[src/rtl/addr_data_arb_if.sv]
// addr_data_arb_if: bundles the GPU write bus, the ADDQ update bus and the
// registered output bus of the address-register data arbiter.
// The master side drives requests and out_ready; the slave side (the arbiter)
// drives the readies and the registered output word.
interface addr_data_arb_if #(
  parameter int HALF_W = 16
);
  // GPU write source; gpu_din carries X in its upper half, Y in its lower half
  logic                  gpu_valid;
  logic                  gpu_ready;
  logic [2*HALF_W-1:0]   gpu_din;
  logic                  gpu_en_lo;
  logic                  gpu_en_hi;

  // ADDQ incrementer source, always writes both halves
  logic                  addq_valid;
  logic                  addq_ready;
  logic [HALF_W-1:0]     addq_x;
  logic [HALF_W-1:0]     addq_y;

  // Registered output stage
  logic                  out_valid;
  logic                  out_ready;
  logic [HALF_W-1:0]     data_x;
  logic [HALF_W-1:0]     data_y;
  logic                  mask_x;
  logic                  mask_y;
  logic                  out_src;

  modport master (
    output gpu_valid, gpu_din, gpu_en_lo, gpu_en_hi,
    input  gpu_ready,
    output addq_valid, addq_x, addq_y,
    input  addq_ready,
    input  out_valid, data_x, data_y, mask_x, mask_y, out_src,
    output out_ready
  );

  modport slave (
    input  gpu_valid, gpu_din, gpu_en_lo, gpu_en_hi,
    output gpu_ready,
    input  addq_valid, addq_x, addq_y,
    output addq_ready,
    output out_valid, data_x, data_y, mask_x, mask_y, out_src,
    input  out_ready
  );
endinterface

[src/rtl/addr_data_arb.sv]
// addr_data_arb: arbitrates GPU writes and ADDQ updates onto the address
// register X/Y write path through a single registered output stage.
// Optional macro ADDR_DATA_ARB_STARVE_EN builds a bounded-starvation counter
// so that a pending GPU write wins after MAX_STARVE consecutive ADDQ grants;
// without it ADDQ has strict priority.
module addr_data_arb #(
  parameter int HALF_W     = 16,
  parameter int MAX_STARVE = 3
) (
  input  logic           clk,
  input  logic           resetl,
  addr_data_arb_if.slave bus
);

  // MAX_STARVE must fit the 4-bit counter and allow at least one ADDQ grant
  if (MAX_STARVE < 1 || MAX_STARVE > 15) begin : g_bad_max_starve
    $error("addr_data_arb: MAX_STARVE must be in 1..15");
  end

  logic              out_valid_reg;
  logic [HALF_W-1:0] data_x_reg;
  logic [HALF_W-1:0] data_y_reg;
  logic              mask_x_reg;
  logic              mask_y_reg;
  logic              out_src_reg;

  logic              load;
  logic              gpu_turn;
  logic              gpu_ready_int;
  logic              addq_ready_int;
  logic              gpu_xfer;
  logic              addq_xfer;

  // The GPU bus is numbered MSB-first: half 0 (X) occupies the numerically
  // upper bits, half 1 (Y) the lower bits.
  logic [HALF_W-1:0] gpu_half [2];

  for (genvar gi = 0; gi < 2; gi++) begin : g_gpu_half
    assign gpu_half[gi] = bus.gpu_din[(2-gi)*HALF_W-1 -: HALF_W];
  end

  // The output register can take a new word when empty or being drained
  assign load = !out_valid_reg || bus.out_ready;

`ifdef ADDR_DATA_ARB_STARVE_EN
  localparam logic [3:0] STARVE_LIM = 4'(MAX_STARVE);

  logic [3:0] starve_cnt_reg;
  logic [3:0] starve_cnt_next;

  // GPU wins a contested cycle once ADDQ has used up its allowance
  assign gpu_turn = (starve_cnt_reg >= STARVE_LIM);

  // Count ADDQ grants that overtook a waiting GPU; any GPU grant or an idle GPU restarts the count
  always_comb begin
    starve_cnt_next = starve_cnt_reg;
    if (addq_xfer && bus.gpu_valid) begin
      if (starve_cnt_reg >= STARVE_LIM) begin
        starve_cnt_next = STARVE_LIM;
      end else begin
        starve_cnt_next = starve_cnt_reg + 4'd1;
      end
    end else if (gpu_xfer || !bus.gpu_valid) begin
      starve_cnt_next = 4'd0;
    end
  end

  // Starvation counter register
  always_ff @(posedge clk or negedge resetl) begin
    if (!resetl) begin
      starve_cnt_reg <= 4'd0;
    end else begin
      starve_cnt_reg <= starve_cnt_next;
    end
  end
`else
  // Without the counter ADDQ always wins a contested cycle
  assign gpu_turn = 1'b0;
`endif

  // Grant: each ready depends only on the other source's valid, never its own,
  // so a source can present valid after seeing ready without a loop.
  always_comb begin
    addq_ready_int = 1'b0;
    gpu_ready_int  = 1'b0;
    if (load) begin
      addq_ready_int = !(bus.gpu_valid && gpu_turn);
      gpu_ready_int  = !bus.addq_valid || gpu_turn;
    end
  end

  assign addq_xfer = bus.addq_valid && addq_ready_int;
  assign gpu_xfer  = bus.gpu_valid && gpu_ready_int;

  // Output stage: capture the winner, hold while stalled, empty when drained with nothing new
  always_ff @(posedge clk or negedge resetl) begin
    if (!resetl) begin
      out_valid_reg <= 1'b0;
      data_x_reg    <= '0;
      data_y_reg    <= '0;
      mask_x_reg    <= 1'b0;
      mask_y_reg    <= 1'b0;
      out_src_reg   <= 1'b0;
    end else if (load) begin
      out_valid_reg <= addq_xfer || gpu_xfer;
      if (addq_xfer) begin
        data_x_reg  <= bus.addq_x;
        data_y_reg  <= bus.addq_y;
        mask_x_reg  <= 1'b1;
        mask_y_reg  <= 1'b1;
        out_src_reg <= 1'b1;
      end else if (gpu_xfer) begin
        data_x_reg  <= gpu_half[0];
        data_y_reg  <= gpu_half[1];
        mask_x_reg  <= bus.gpu_en_lo;
        mask_y_reg  <= bus.gpu_en_hi;
        out_src_reg <= 1'b0;
      end
    end
  end

  assign bus.gpu_ready  = gpu_ready_int;
  assign bus.addq_ready = addq_ready_int;
  assign bus.out_valid  = out_valid_reg;
  assign bus.data_x     = data_x_reg;
  assign bus.data_y     = data_y_reg;
  assign bus.mask_x     = mask_x_reg;
  assign bus.mask_y     = mask_y_reg;
  assign bus.out_src    = out_src_reg;

endmodule
[src/flat_wrapper.sv]
// flat-port wrapper written by rule: the top's interface ports become plain ports
module addr_data_arb_flat 
#(
  parameter int HALF_W     = 16,
  parameter int MAX_STARVE = 3
)
  (clk, resetl, bus_gpu_valid, bus_gpu_din, bus_gpu_en_lo, bus_gpu_en_hi, bus_gpu_ready, bus_addq_valid, bus_addq_x, bus_addq_y, bus_addq_ready, bus_out_valid, bus_data_x, bus_data_y, bus_mask_x, bus_mask_y, bus_out_src, bus_out_ready);
  addr_data_arb_if #(.HALF_W(HALF_W)) bus_i ();
  input  logic clk;
  input  logic resetl;
  input wire logic [$bits(bus_i.gpu_valid)-1:0] bus_gpu_valid;
  input wire logic [$bits(bus_i.gpu_din)-1:0] bus_gpu_din;
  input wire logic [$bits(bus_i.gpu_en_lo)-1:0] bus_gpu_en_lo;
  input wire logic [$bits(bus_i.gpu_en_hi)-1:0] bus_gpu_en_hi;
  output wire logic [$bits(bus_i.gpu_ready)-1:0] bus_gpu_ready;
  input wire logic [$bits(bus_i.addq_valid)-1:0] bus_addq_valid;
  input wire logic [$bits(bus_i.addq_x)-1:0] bus_addq_x;
  input wire logic [$bits(bus_i.addq_y)-1:0] bus_addq_y;
  output wire logic [$bits(bus_i.addq_ready)-1:0] bus_addq_ready;
  output wire logic [$bits(bus_i.out_valid)-1:0] bus_out_valid;
  output wire logic [$bits(bus_i.data_x)-1:0] bus_data_x;
  output wire logic [$bits(bus_i.data_y)-1:0] bus_data_y;
  output wire logic [$bits(bus_i.mask_x)-1:0] bus_mask_x;
  output wire logic [$bits(bus_i.mask_y)-1:0] bus_mask_y;
  output wire logic [$bits(bus_i.out_src)-1:0] bus_out_src;
  input wire logic [$bits(bus_i.out_ready)-1:0] bus_out_ready;
  assign bus_i.gpu_valid = bus_gpu_valid;
  assign bus_i.gpu_din = bus_gpu_din;
  assign bus_i.gpu_en_lo = bus_gpu_en_lo;
  assign bus_i.gpu_en_hi = bus_gpu_en_hi;
  assign bus_gpu_ready = bus_i.gpu_ready;
  assign bus_i.addq_valid = bus_addq_valid;
  assign bus_i.addq_x = bus_addq_x;
  assign bus_i.addq_y = bus_addq_y;
  assign bus_addq_ready = bus_i.addq_ready;
  assign bus_out_valid = bus_i.out_valid;
  assign bus_data_x = bus_i.data_x;
  assign bus_data_y = bus_i.data_y;
  assign bus_mask_x = bus_i.mask_x;
  assign bus_mask_y = bus_i.mask_y;
  assign bus_out_src = bus_i.out_src;
  assign bus_i.out_ready = bus_out_ready;
  addr_data_arb #(.HALF_W(HALF_W), .MAX_STARVE(MAX_STARVE)) u_core (.clk(clk), .resetl(resetl), .bus(bus_i));
endmodule
[config.mk]
export PLATFORM = sky130hd
export DESIGN_NAME = addr_data_arb_flat
export DESIGN_NICKNAME = d
export VERILOG_FILES = /design/src/rtl/addr_data_arb_if.sv /design/src/rtl/addr_data_arb.sv /design/src/flat_wrapper.sv
export SDC_FILE = /design/constraint.sdc
export NUM_CORES = 1
export LEC_CHECK = 0
export CAP_MARGIN = 20
export CORE_MARGIN = 2
export CORE_UTILIZATION = 30
export CTS_CLUSTER_SIZE = 28
export DETAILED_ROUTE_END_ITERATION = 16
export GPL_ROUTABILITY_DRIVEN = 0
export SLEW_MARGIN = 40
export SYNTH_ARGS = -nofsm -noshare
export SYNTH_HDL_FRONTEND = slang
export SYNTH_SLANG_ARGS = --single-unit
[constraint.sdc]
create_clock -name clk -period 1.39 [get_ports clk]
set_input_delay 0.3475 -clock clk [delete_from_list [all_inputs] [get_ports clk]]
set_output_delay 0.3475 -clock clk [all_outputs]
set_load 0.01 [all_outputs]
==> results of run 1 <==
[per-stage QoR]
stage | TNS [ns] | std cells | instance area, um^2 | util | power (mW)
2_1_floorplan | 0 | 118 | 2010 | - | 1.86
5_1_grt | -3.32 | 317 | 3350 | 0.521 | 3.34
4_1_cts | -2.70 | 318 | 3370 | 0.525 | 3.24
6_report | -1.94 | 317 | 3350 | 0.521 | 3.17
3_5_place_dp | -18.44 | 306 | 3230 | 0.504 | 2.52
3_3_place_gp | -18.09 | 306 | 3230 | 0.504 | 2.51
[placed cells by master, fill, tap and decap left out, drive strengths merged]
cell type,n
clkinvlp,1
dfrtp,36
buf,17
clkbuf,7
nand2,1
a22o,1
mux2,64
or3,1
and2b,1
dlygate4sd2,37
nand3b,1
nor2,3
inv,1
clkdlybuf4s50,66
o22a,2
dlymetal6s2s,1
[worst paths after layout]
check                                      from                    end  slack (ns)  cells past startpoint
setup / recovery           u_core.bus.out_valid   u_core.bus.data_x[0]       -0.11                      6
hold / removal                           resetl  u_core.bus.data_x[11]       0.008                      2
setup reg to reg           u_core.bus.out_valid   u_core.bus.data_x[0]       -0.11                      6
hold reg to reg            u_core.bus.data_x[5]   u_core.bus.data_x[5]        0.50                      1
max in group asynchronous                resetl  u_core.bus.data_y[10]        1.19                      2
min in group clk                  bus_gpu_valid   u_core.bus.out_valid        0.50                      3
[cell families (layout without fill, tap and decap cells)]
kind of cell	Yosys count	after routing
flops	36	36
mux	64	64
simple gates	7	7
compound gates	3	3
buf+inv	8	130
[timing repair]
action	CTS	global route
gates resized for setup	53	1
pin swaps	1	2
buffers inserted	3	0
endpoints found under the setup margin	71	36
gates cloned	1	0
[cell type report]
cell class | instances | area [um^2] | area share
inverters | 1 | 3.75 | 0.00112
clock inverters | 1 | 7.51 | 0.00224
repair buffers | 121 | 1220 | 0.366
well taps | 77 | 96.3 | 0.0288
multi-input cells | 74 | 1030 | 0.307
clock buffers | 7 | 86.3 | 0.0258
flip-flops and latches | 36 | 901 | 0.269
[routing by layer]
metal  GRT usage  routed length, um  vias to the layer above
li1            -                  -                      663
met1       0.146               1860                      656
met2       0.214               2270                       67
met3      0.0539                504                        3
met4      0.0433                 30                        0
met5           0                  0                        -
[report_power, final]
group	total, mW	internal [mW]	switching [mW]
Combinational	1.10	0.736	0.367
Clock	0.773	0.403	0.371
Sequential	1.29	1.21	0.0832
[worst max-delay path, stage by stage (launching register included)]
cell,delay [ns]
dfrtp_1,0.39
and2b_4,0.18
buf_6,0.13
nor2_8,0.13
buf_12,0.13
buf_12,0.12
mux2_4,0.30
==> flow_summary.html, run 1 <==
<table>
<tr><th>Metric</th><th>Value</th></tr>
<tr><th colspan="2">Clock network</th></tr>
<tr><td>Skew-Pair Late Insertion Delay</td><td>0.28 ns</td></tr>
<tr><td>Master cell of the clock root buffer</td><td>clkbuf_8</td></tr>
<tr><td>TritonCTS clock tree</td><td>done</td></tr>
<tr><td>Buffer depth of the longest clock path</td><td>2</td></tr>
<tr><td>Post-CTS Hold Buffers</td><td>0</td></tr>
<tr><td>Total clock buffers created by CTS</td><td>5</td></tr>
<tr><td>Number of sinks handled by clock tree synthesis</td><td>36</td></tr>
<tr><td>Number of H-tree levels</td><td>2</td></tr>
<tr><td>Clock transition at the registers of the reported paths</td><td>0.07 ns</td></tr>
<tr><th colspan="2">Synthesis</th></tr>
<tr><td>Yosys cell types</td><td>15</td></tr>
<tr><td>Area fraction in and, or, nand and nor cells after synthesis</td><td>0.0311</td></tr>
<tr><td>Fraction of synthesized cell area in xor and xnor cells</td><td>0</td></tr>
<tr><td>Average size of a mapped cell</td><td>17.1 um^2</td></tr>
<tr><td>Post-synth EDFFs</td><td>0</td></tr>
<tr><td>Compound-Gate Fraction of Synth Area</td><td>0.0131</td></tr>
<tr><td>Share of the synthesized area in the top cell type</td><td>0.447</td></tr>
<tr><td>Share of flip-flops with an asynchronous set or reset</td><td>1.00</td></tr>
<tr><td>Multiplexer share of the synthesized area</td><td>0.459</td></tr>
<tr><td>Count leader, synth</td><td>mux2_4</td></tr>
<tr><td>Main combinational cell family by area after synthesis</td><td>multiplexers</td></tr>
<tr><td>Total standard cell area after synthesis</td><td>0.00201 mm^2</td></tr>
<tr><td>Leading post-synthesis cells by instance count</td><td>mux2_4, dfrtp_1, mux2_2</td></tr>
<tr><td>Adder-cell share of the synthesized area</td><td>0</td></tr>
<tr><td>Flip-flop and latch count after synthesis</td><td>36</td></tr>
<tr><td>Cell types with the largest area share after synthesis</td><td>dfrtp_1, mux2_4, mux2_2, buf_6, buf_12</td></tr>
<tr><td>Synth warn</td><td>0</td></tr>
<tr><td>Ys flop type</td><td>dfrtp_1</td></tr>
<tr><td>Portion of the post-synthesis area used by sequential elements</td><td>0.447</td></tr>
<tr><td>Area leader, netlist</td><td>dfrtp_1</td></tr>
<tr><td>Mapped Cells</td><td>118</td></tr>
<tr><td>Post-Synthesis Net Count</td><td>189</td></tr>
<tr><th colspan="2">Drt</th></tr>
<tr><td>Wire length per cell after detailed routing</td><td>14.7 um</td></tr>
<tr><td>Via Count</td><td>1,389</td></tr>
<tr><td>Total detailed-routing wirelength</td><td>4670 um</td></tr>
<tr><td>DRC marker count from the first detailed-route iteration</td><td>10</td></tr>
<tr><td>Ratio of routed vias to standard cells</td><td>4.38</td></tr>
<tr><td>Remaining antenna violation count</td><td>0</td></tr>
<tr><td>Detailed-route DRC error count</td><td>0</td></tr>
<tr><td>Detailed Routing Iterations Pass 1</td><td>4</td></tr>
<tr><th colspan="2">Global routing</th></tr>
<tr><td>Global-route usage over all layers</td><td>0.128</td></tr>
<tr><td>Overall overflow remaining after global route</td><td>0</td></tr>
<tr><td>Via count of the first global-routing pass</td><td>1,490</td></tr>
<tr><td>Antenna violations before repair</td><td>0</td></tr>
<tr><td>Largest net degree at the start of global routing</td><td>37</td></tr>
<tr><td>First-pass GRT wire length</td><td>7250 um</td></tr>
<tr><th colspan="2">Pwr</th></tr>
<tr><td>PD cells</td><td>947 mW/mm^2</td></tr>
<tr><td>Leakage power total</td><td>1.57 nW</td></tr>
<tr><td>Largest vdd supply drop</td><td>0.000371 V</td></tr>
<tr><th colspan="2">Run</th></tr>
<tr><td>Max-cap violations</td><td>0</td></tr>
<tr><th colspan="2">Layout</th></tr>
<tr><td>Diode count</td><td>0</td></tr>
<tr><td>Share of final-layout standard cells stronger than drive strength 1</td><td>0.383</td></tr>
<tr><td>Fill cell instance count of the final layout</td><td>571</td></tr>
<tr><td>Net count reported at finish</td><td>310</td></tr>
<tr><td>Area growth, synth to finish</td><td>66.3%</td></tr>
<tr><th colspan="2">Timing</th></tr>
<tr><td>Highest clock frequency the design can meet</td><td>668 MHz</td></tr>
<tr><td>Tightest hold margin</td><td>0.00758 ns</td></tr>
<tr><td>Setup skew after layout</td><td>0.00626 ns</td></tr>
<tr><td>Final hold viol count</td><td>0</td></tr>
<tr><td>Final max-slew violation count</td><td>0</td></tr>
<tr><td>Fraction of the cycle the final worst path needs</td><td>1.08</td></tr>
<tr><td>Final worst-path setup slack</td><td>-0.108 ns</td></tr>
<tr><td>Clock period minus worst slack</td><td>1.50 ns</td></tr>
<tr><td>Max-Slew Margin vs Limit</td><td>0.850</td></tr>
<tr><td>Setup repair after global routing missed its margin</td><td>true</td></tr>
<tr><td>Setup Viol. Count Final</td><td>28</td></tr>
<tr><td>Slew at the pin with the worst max-slew slack</td><td>0.225 ns</td></tr>
<tr><th colspan="2">Floorplan</th></tr>
<tr><td>Initial core utilization</td><td>0.313</td></tr>
<tr><td>X dimension of the die</td><td>85.9 um</td></tr>
<tr><td>Standard-cell row count</td><td>29</td></tr>
<tr><td>Height of the chip</td><td>85.9 um</td></tr>
<tr><td>DIE AREA</td><td>0.00738 mm^2</td></tr>
<tr><td>Ports</td><td>109</td></tr>
<tr><td>Core box area</td><td>0.00642 mm^2</td></tr>
<tr><th colspan="2">Worst setup path</th></tr>
<tr><td>Arrival time reported for the critical path endpoint</td><td>1.67 ns</td></tr>
<tr><td>CP startpoint kind</td><td>flop</td></tr>
<tr><td>CP max FO</td><td>7</td></tr>
<tr><td>Critical Path Sink Type</td><td>flop</td></tr>
<tr><td>CP Data Required Time</td><td>1.56 ns</td></tr>
<tr><td>WS Path Type</td><td>flop to flop</td></tr>
<tr><th colspan="2">Outcome</th></tr>
<tr><td>Violations in the final reports</td><td>negative setup slack</td></tr>
<tr><td>Run status</td><td>complete, but fails checks</td></tr>
<tr><th colspan="2">Worst hold path</th></tr>
<tr><td>Classification of the worst-slack hold path</td><td>primary input to async pin</td></tr>
<tr><th colspan="2">Placement</th></tr>
<tr><td>Count of buffers from port buffering</td><td>108</td></tr>
<tr><td>Detailed-placement wirelength estimate</td><td>3560 um</td></tr>
<tr><td>Worst Setup Slack post-DPL</td><td>-0.553 ns</td></tr>
</table>
No activity file was read; power rests on OpenSTA's default activity.
==> inputs of run 2 (changes only) <==
Settings changed: CORE_UTILIZATION 30 to 39, PLACE_DENSITY set to 0.8.
==> run 2 against run 1 <==
Against the previous run: the flow still finishes with violations (negative setup slack); non-clock buffer count rose by 4; global-route usage up 3.6 points; worst hold slack gained 0.086 ns; final cell count down 1.3%; design area is 0.45% lower; first-iteration DRC count increased by 110%; critical path depth unchanged; sequential power about the same; clock skew rose by 0.0066 ns; critical endpoint is now u_core.bus.data_x[9].
==> flow_summary.html, run 2 (same netlist as run 1, synthesis figures left out) <==
<table>
<tr><th>Metric</th><th>Value</th></tr>
<tr><th colspan="2">Outcome</th></tr>
<tr><td>Run status</td><td>complete, but fails checks</td></tr>
<tr><td>Violations in the final reports</td><td>negative setup slack</td></tr>
<tr><th colspan="2">Layout</th></tr>
<tr><td>Total area of sequential cells</td><td>901 um^2</td></tr>
<tr><td>Share of final-layout standard cells stronger than drive strength 1</td><td>0.387</td></tr>
<tr><td>Diode count</td><td>0</td></tr>
<tr><td>Final standard cell area without fillers</td><td>0.00333 mm^2</td></tr>
<tr><td>Area occupied by multi-input gates</td><td>0.00103 mm^2</td></tr>
<tr><td>Fill cell instance count of the final layout</td><td>397</td></tr>
<tr><td>Most frequent standard cell in the layout excluding fill and tap cells</td><td>clkdlybuf4s50_1</td></tr>
<tr><td>Area growth, synth to finish</td><td>65.5%</td></tr>
<tr><td>Leading cell types in the layout, fill and taps excluded</td><td>clkdlybuf4s50_1, mux2_4, dlygate4sd2_1</td></tr>
<tr><td>Net count reported at finish</td><td>314</td></tr>
<tr><th colspan="2">Worst hold path</th></tr>
<tr><td>Classification of the worst-slack hold path</td><td>primary input to async pin</td></tr>
<tr><th colspan="2">Pwr</th></tr>
<tr><td>Leakage power total</td><td>1.57 nW</td></tr>
<tr><td>Cell internal pwr</td><td>2.29 mW</td></tr>
<tr><td>Sequential share of power</td><td>0.423</td></tr>
<tr><td>Power, Total</td><td>3.09 mW</td></tr>
<tr><td>Net load switching power</td><td>795 uW</td></tr>
<tr><td>PD cells</td><td>927 mW/mm^2</td></tr>
<tr><td>Largest vdd supply drop</td><td>0.000476 V</td></tr>
<tr><td>Switching power as a share of total power</td><td>0.257</td></tr>
<tr><td>Clock network power share</td><td>0.219</td></tr>
<tr><td>Part of the total power dissipated in combinational logic</td><td>0.358</td></tr>
<tr><th colspan="2">Timing</th></tr>
<tr><td>Setup repair after global routing missed its margin</td><td>true</td></tr>
<tr><td>Tightest hold margin</td><td>0.0936 ns</td></tr>
<tr><td>Fraction of the cycle the final worst path needs</td><td>1.07</td></tr>
<tr><td>Highest clock frequency the design can meet</td><td>669 MHz</td></tr>
<tr><td>Max-Slew Margin vs Limit</td><td>0.700</td></tr>
<tr><td>Setup skew after layout</td><td>0.0129 ns</td></tr>
<tr><td>Setup Viol. Count Final</td><td>26</td></tr>
<tr><td>Final max-slew violation count</td><td>0</td></tr>
<tr><td>Final hold viol count</td><td>0</td></tr>
<tr><td>Setup_tns</td><td>-1.82 ns</td></tr>
<tr><td>Slew at the pin with the worst max-slew slack</td><td>0.451 ns</td></tr>
<tr><td>Final worst-path setup slack</td><td>-0.104 ns</td></tr>
<tr><td>Clock period minus worst slack</td><td>1.49 ns</td></tr>
<tr><th colspan="2">Drt</th></tr>
<tr><td>Remaining antenna violation count</td><td>0</td></tr>
<tr><td>DRC marker count from the first detailed-route iteration</td><td>21</td></tr>
<tr><td>Ratio of routed vias to standard cells</td><td>4.50</td></tr>
<tr><td>Wire length per cell after detailed routing</td><td>14.4 um</td></tr>
<tr><td>Detailed-route DRC error count</td><td>0</td></tr>
<tr><td>Detailed Routing Iterations Pass 1</td><td>4</td></tr>
<tr><td>Via Count</td><td>1,407</td></tr>
<tr><td>Total detailed-routing wirelength</td><td>4500 um</td></tr>
<tr><th colspan="2">Clock network</th></tr>
<tr><td>TritonCTS clock tree</td><td>done</td></tr>
<tr><td>Buffer depth of the longest clock path</td><td>2</td></tr>
<tr><td>Total clock buffers created by CTS</td><td>5</td></tr>
<tr><td>Skew-Pair Late Insertion Delay</td><td>0.28 ns</td></tr>
<tr><td>Master cell of the clock root buffer</td><td>clkbuf_8</td></tr>
<tr><td>Clock transition at the registers of the reported paths</td><td>0.07 ns</td></tr>
<tr><td>Number of sinks handled by clock tree synthesis</td><td>36</td></tr>
<tr><td>Number of H-tree levels</td><td>2</td></tr>
<tr><td>Post-CTS Hold Buffers</td><td>0</td></tr>
<tr><th colspan="2">Worst setup path</th></tr>
<tr><td>End of the worst register-to-register path</td><td>u_core.bus.data_x[9]</td></tr>
<tr><td>Biggest cell delay along the critical path</td><td>0.38 ns</td></tr>
<tr><td>Startpoint of the lowest-slack register-to-register path</td><td>u_core.bus.out_valid</td></tr>
<tr><td>Arrival time reported for the critical path endpoint</td><td>1.65 ns</td></tr>
<tr><td>Critical path's slowest cell</td><td>dfrtp_1</td></tr>
<tr><td>Critical Path Sink Type</td><td>flop</td></tr>
<tr><td>Cells traversed along the worst timing path</td><td>and2b_4 -&gt; buf_6 -&gt; nor2_8 -&gt; buf_12 -&gt; buf_12 -&gt; mux2_4</td></tr>
<tr><td>CP max FO</td><td>7</td></tr>
<tr><td>Cell with the most instances on the worst path</td><td>buf_12</td></tr>
<tr><td>R2r setup slk</td><td>-0.10 ns</td></tr>
<tr><td>CP startpoint kind</td><td>flop</td></tr>
<tr><td>Crit path max-delay family</td><td>flip-flops</td></tr>
<tr><td>Worst setup path startpoint</td><td>u_core.bus.out_valid</td></tr>
<tr><td>CP Data Required Time</td><td>1.55 ns</td></tr>
<tr><td>WS Path Type</td><td>flop to flop</td></tr>
<tr><td>Depth of the most critical reg-to-reg path</td><td>6</td></tr>
<tr><td>Worst Path Buf+Inv</td><td>3</td></tr>
<tr><th colspan="2">Global routing</th></tr>
<tr><td>Global-route usage over all layers</td><td>0.163</td></tr>
<tr><td>Overall overflow remaining after global route</td><td>0</td></tr>
<tr><td>First-pass GRT wire length</td><td>6980 um</td></tr>
<tr><td>Via count of the first global-routing pass</td><td>1,497</td></tr>
<tr><td>Antenna violations before repair</td><td>0</td></tr>
<tr><td>Largest net degree at the start of global routing</td><td>37</td></tr>
<tr><th colspan="2">Floorplan</th></tr>
<tr><td>Ports</td><td>109</td></tr>
<tr><td>DIE AREA</td><td>0.00575 mm^2</td></tr>
<tr><td>Initial core utilization</td><td>0.399</td></tr>
<tr><td>Height of the chip</td><td>75.8 um</td></tr>
<tr><td>Standard-cell row count</td><td>26</td></tr>
<tr><td>Core box area</td><td>0.00504 mm^2</td></tr>
<tr><td>X dimension of the die</td><td>75.8 um</td></tr>
<tr><th colspan="2">Placement</th></tr>
<tr><td>Area post-placement</td><td>0.00319 mm^2</td></tr>
<tr><td>Worst Setup Slack post-DPL</td><td>-0.581 ns</td></tr>
<tr><td>Detailed-placement wirelength estimate</td><td>3390 um</td></tr>
<tr><td>Count of buffers from port buffering</td><td>108</td></tr>
<tr><th colspan="2">Run</th></tr>
<tr><td>Max-cap violations</td><td>0</td></tr>
</table>
run 2: cell types whose count changed in the layout (fill, tap and decap cells not counted), sizes merged:
cell           previous run  this run
buf                      17        21
clkbuf                    7         6
clkdlybuf4s15             0         1
clkinv                    0         1
clkinvlp                  1         0
dlymetal6s2s              1         0
run 2: repair_timing:
action                                  in CTS  in global routing
endpoints found under the setup margin      72                 36
buffers inserted                             7                  0
gates resized for setup                     58                  1
gates cloned                                 2                  0
pin swaps                                    1                  0
run 2: worst reg2reg max path, delay by kind of cell, from the launching register on:
kind	cells	cell delay (ns)
flops	1	0.38
buf+inv	3	0.37
simple gates	2	0.32
mux	1	0.30
run 2: stage by stage:
stage	cells	utilization
after floorplan	118	-
after global placement	299	0.632
after detailed placement	299	0.632
after CTS	315	0.670
after global routing	313	0.661
final	313	0.661
run 2: power by group through the flow:
stage / sequential, mW / clock [mW] / combinational, mW
6_report: 1.31 / 0.677 / 1.10
2_1_floorplan: 1.39 / 0 / 0.465
4_1_cts: 1.31 / 0.700 / 1.15
3_5_place_dp: 1.32 / 0 / 1.18
5_1_grt: 1.33 / 0.751 / 1.18
3_3_place_gp: 1.32 / 0 / 1.16
run 2: how the worst max path moves through the flow:
| stage | to | cells after the start |
|---|---|---|
| finish | u_core.bus.data_x[9] | 6 |
| detailed placement | bus_gpu_ready | 4 |
| floorplan | u_core.bus.data_x[0] | 4 |
| global route | u_core.bus.data_y[1] | 6 |
| CTS | u_core.bus.data_x[14] | 6 |
| global placement | bus_gpu_ready | 4 |
run 2: routing by layer:
metal,up-vias,part of all wire,track usage
met4,0,0.0093,0.0409
met1,662,0.39,0.201
met3,6,0.092,0.0661
met2,68,0.50,0.267
met5,-,0,0
li1,671,-,-
run 2: final cells by class:
cell class              instances  area share
well taps                      70      0.0263
clock buffers                   6      0.0218
inverters                       1     0.00113
repair buffers                125       0.371
clock inverters                 1     0.00150
multi-input cells              74       0.308
flip-flops and latches         36       0.270
==> inputs of run 3 (changes only) <==
Settings changed: SKIP_LAST_GASP set to 1.
==> run 3 against run 2 <==
Against the previous run: the flow still finishes with violations (negative setup slack); routed wire length about the same; count of clock-buffer cells in the layout unchanged; register-to-register slack about the same; sequential power about the same; via count up 0.21%; critical path depth unchanged; combinational power about the same; highest routed layer unchanged.
==> flow_summary.html, run 3 (same netlist as run 1, synthesis figures left out) <==
<table>
<tr><th>Metric</th><th>Value</th></tr>
<tr><th colspan="2">Outcome</th></tr>
<tr><td>Run status</td><td>complete, but fails checks</td></tr>
<tr><td>Violations in the final reports</td><td>negative setup slack</td></tr>
<tr><th colspan="2">Floorplan</th></tr>
<tr><td>Core box area</td><td>0.00504 mm^2</td></tr>
<tr><td>Standard-cell row count</td><td>26</td></tr>
<tr><td>Ports</td><td>109</td></tr>
<tr><td>Initial core utilization</td><td>0.399</td></tr>
<tr><td>DIE AREA</td><td>0.00575 mm^2</td></tr>
<tr><td>Height of the chip</td><td>75.8 um</td></tr>
<tr><td>X dimension of the die</td><td>75.8 um</td></tr>
<tr><th colspan="2">Worst setup path</th></tr>
<tr><td>Startpoint of the lowest-slack register-to-register path</td><td>u_core.bus.out_valid</td></tr>
<tr><td>Arrival time reported for the critical path endpoint</td><td>1.65 ns</td></tr>
<tr><td>CP Data Required Time</td><td>1.55 ns</td></tr>
<tr><td>Worst setup path startpoint</td><td>u_core.bus.out_valid</td></tr>
<tr><td>WS Path Type</td><td>flop to flop</td></tr>
<tr><td>CP startpoint kind</td><td>flop</td></tr>
<tr><td>CP max FO</td><td>7</td></tr>
<tr><td>Critical Path Sink Type</td><td>flop</td></tr>
<tr><th colspan="2">Timing</th></tr>
<tr><td>Fraction of the cycle the final worst path needs</td><td>1.07</td></tr>
<tr><td>Final worst-path setup slack</td><td>-0.104 ns</td></tr>
<tr><td>Max-Slew Margin vs Limit</td><td>0.700</td></tr>
<tr><td>Final hold viol count</td><td>0</td></tr>
<tr><td>Highest clock frequency the design can meet</td><td>669 MHz</td></tr>
<tr><td>Setup Viol. Count Final</td><td>27</td></tr>
<tr><td>Setup_tns</td><td>-1.82 ns</td></tr>
<tr><td>Clock period minus worst slack</td><td>1.49 ns</td></tr>
<tr><td>Final max-slew violation count</td><td>0</td></tr>
<tr><td>Setup repair after global routing missed its margin</td><td>true</td></tr>
<tr><td>Tightest hold margin</td><td>0.0936 ns</td></tr>
<tr><td>Setup skew after layout</td><td>0.0129 ns</td></tr>
<tr><td>Slew at the pin with the worst max-slew slack</td><td>0.451 ns</td></tr>
<tr><th colspan="2">Layout</th></tr>
<tr><td>Share of final-layout standard cells stronger than drive strength 1</td><td>0.387</td></tr>
<tr><td>Most frequent standard cell in the layout excluding fill and tap cells</td><td>clkdlybuf4s50_1</td></tr>
<tr><td>Leading cell types in the layout, fill and taps excluded</td><td>clkdlybuf4s50_1, mux2_4, dlygate4sd2_1</td></tr>
<tr><td>Final non-filler cell total</td><td>313</td></tr>
<tr><td>Diode count</td><td>0</td></tr>
<tr><td>Area occupied by multi-input gates</td><td>0.00103 mm^2</td></tr>
<tr><td>Area growth, synth to finish</td><td>65.4%</td></tr>
<tr><td>Total area of sequential cells</td><td>901 um^2</td></tr>
<tr><td>Net count reported at finish</td><td>314</td></tr>
<tr><td>Fill cell instance count of the final layout</td><td>397</td></tr>
<tr><th colspan="2">Drt</th></tr>
<tr><td>Via Count</td><td>1,410</td></tr>
<tr><td>Wire length per cell after detailed routing</td><td>14.4 um</td></tr>
<tr><td>Detailed-route DRC error count</td><td>0</td></tr>
<tr><td>Total detailed-routing wirelength</td><td>4510 um</td></tr>
<tr><td>Ratio of routed vias to standard cells</td><td>4.50</td></tr>
<tr><td>DRC marker count from the first detailed-route iteration</td><td>21</td></tr>
<tr><td>Remaining antenna violation count</td><td>0</td></tr>
<tr><td>Detailed Routing Iterations Pass 1</td><td>4</td></tr>
<tr><th colspan="2">Global routing</th></tr>
<tr><td>Largest net degree at the start of global routing</td><td>37</td></tr>
<tr><td>Global-route usage over all layers</td><td>0.163</td></tr>
<tr><td>Antenna violations before repair</td><td>0</td></tr>
<tr><td>First-pass GRT wire length</td><td>6980 um</td></tr>
<tr><td>Overall overflow remaining after global route</td><td>0</td></tr>
<tr><td>Via count of the first global-routing pass</td><td>1,497</td></tr>
<tr><th colspan="2">Pwr</th></tr>
<tr><td>Leakage power total</td><td>1.57 nW</td></tr>
<tr><td>PD cells</td><td>928 mW/mm^2</td></tr>
<tr><td>Largest vdd supply drop</td><td>0.000476 V</td></tr>
<tr><td>Power, Total</td><td>3.09 mW</td></tr>
<tr><th colspan="2">Placement</th></tr>
<tr><td>Number of placed instances, taps included</td><td>299</td></tr>
<tr><td>Detailed-placement wirelength estimate</td><td>3390 um</td></tr>
<tr><td>Count of buffers from port buffering</td><td>108</td></tr>
<tr><th colspan="2">Worst hold path</th></tr>
<tr><td>Classification of the worst-slack hold path</td><td>primary input to async pin</td></tr>
<tr><th colspan="2">Clock network</th></tr>
<tr><td>Number of H-tree levels</td><td>2</td></tr>
<tr><td>Total clock buffers created by CTS</td><td>5</td></tr>
<tr><td>Clock transition at the registers of the reported paths</td><td>0.07 ns</td></tr>
<tr><td>Post-CTS Hold Buffers</td><td>0</td></tr>
<tr><td>Skew-Pair Late Insertion Delay</td><td>0.28 ns</td></tr>
<tr><td>Master cell of the clock root buffer</td><td>clkbuf_8</td></tr>
<tr><td>TritonCTS clock tree</td><td>done</td></tr>
<tr><td>Buffer depth of the longest clock path</td><td>2</td></tr>
<tr><td>Number of sinks handled by clock tree synthesis</td><td>36</td></tr>
<tr><th colspan="2">Run</th></tr>
<tr><td>Max-cap violations</td><td>0</td></tr>
</table>
run 3: critical path: stages (launching register included):
cell	delay [ns]
dfrtp_1	0.38
and2b_4	0.18
buf_6	0.12
nor2_8	0.14
buf_12	0.13
buf_12	0.12
mux2_4	0.29
run 3: routing by layer:
layer  vias up  global-route usage  part of all wire
met4         0              0.0409            0.0093
met1       665               0.201              0.39
met5         -                   0                 0
met3         6              0.0661             0.092
li1        671                   -                 -
met2        68               0.267              0.50
run 3: layout make-up:
class | count | area share
inverters | 1 | 0.00113
multi-input cells | 74 | 0.308
flip-flops and latches | 36 | 0.270
well taps | 70 | 0.0263
clock buffers | 6 | 0.0218
repair buffers | 125 | 0.370
clock inverters | 1 | 0.00150
run 3: stage by stage:
| step | instance area (um^2) | setup slack (ns) | utilization |
|---|---|---|---|
| finish | 3330 | -0.104 | 0.661 |
| CTS | 3380 | -0.0974 | 0.670 |
| global placement | 3190 | -0.544 | 0.632 |
| global route | 3330 | -0.140 | 0.661 |
| floorplan | 2010 | 0.0389 | - |
| detailed placement | 3190 | -0.581 | 0.632 |
run 3: path summary, 6_finish.rpt:
path / to / slack (ns) / depth (start not counted)
min in group clk: u_core.bus.out_valid / 0.42 / 2
hold reg to reg: u_core.bus.data_x[5] / 0.50 / 1
setup / recovery: u_core.bus.data_x[9] / -0.10 / 6
max in group asynchronous: u_core.bus.data_x[14] / 0.96 / 2
setup reg to reg: u_core.bus.data_x[9] / -0.10 / 6
hold / removal: u_core.bus.data_y[3] / 0.09 / 2
run 3: power by group:
part,switching [mW],internal [mW],total [mW]
sequential,0.0948,1.21,1.31
combinational,0.363,0.741,1.10
clock,0.337,0.340,0.677
total,0.795,2.29,3.09
run 3: what timing repair did:
| action | CTS | global route |
|---|---|---|
| pin swaps | 1 | 0 |
| gates resized for setup | 58 | 0 |
| hold endpoints to repair | 0 | 0 |
| setup endpoints to repair | 72 | 36 |
| cloned | 2 | 0 |
| buffers inserted | 7 | 0 |
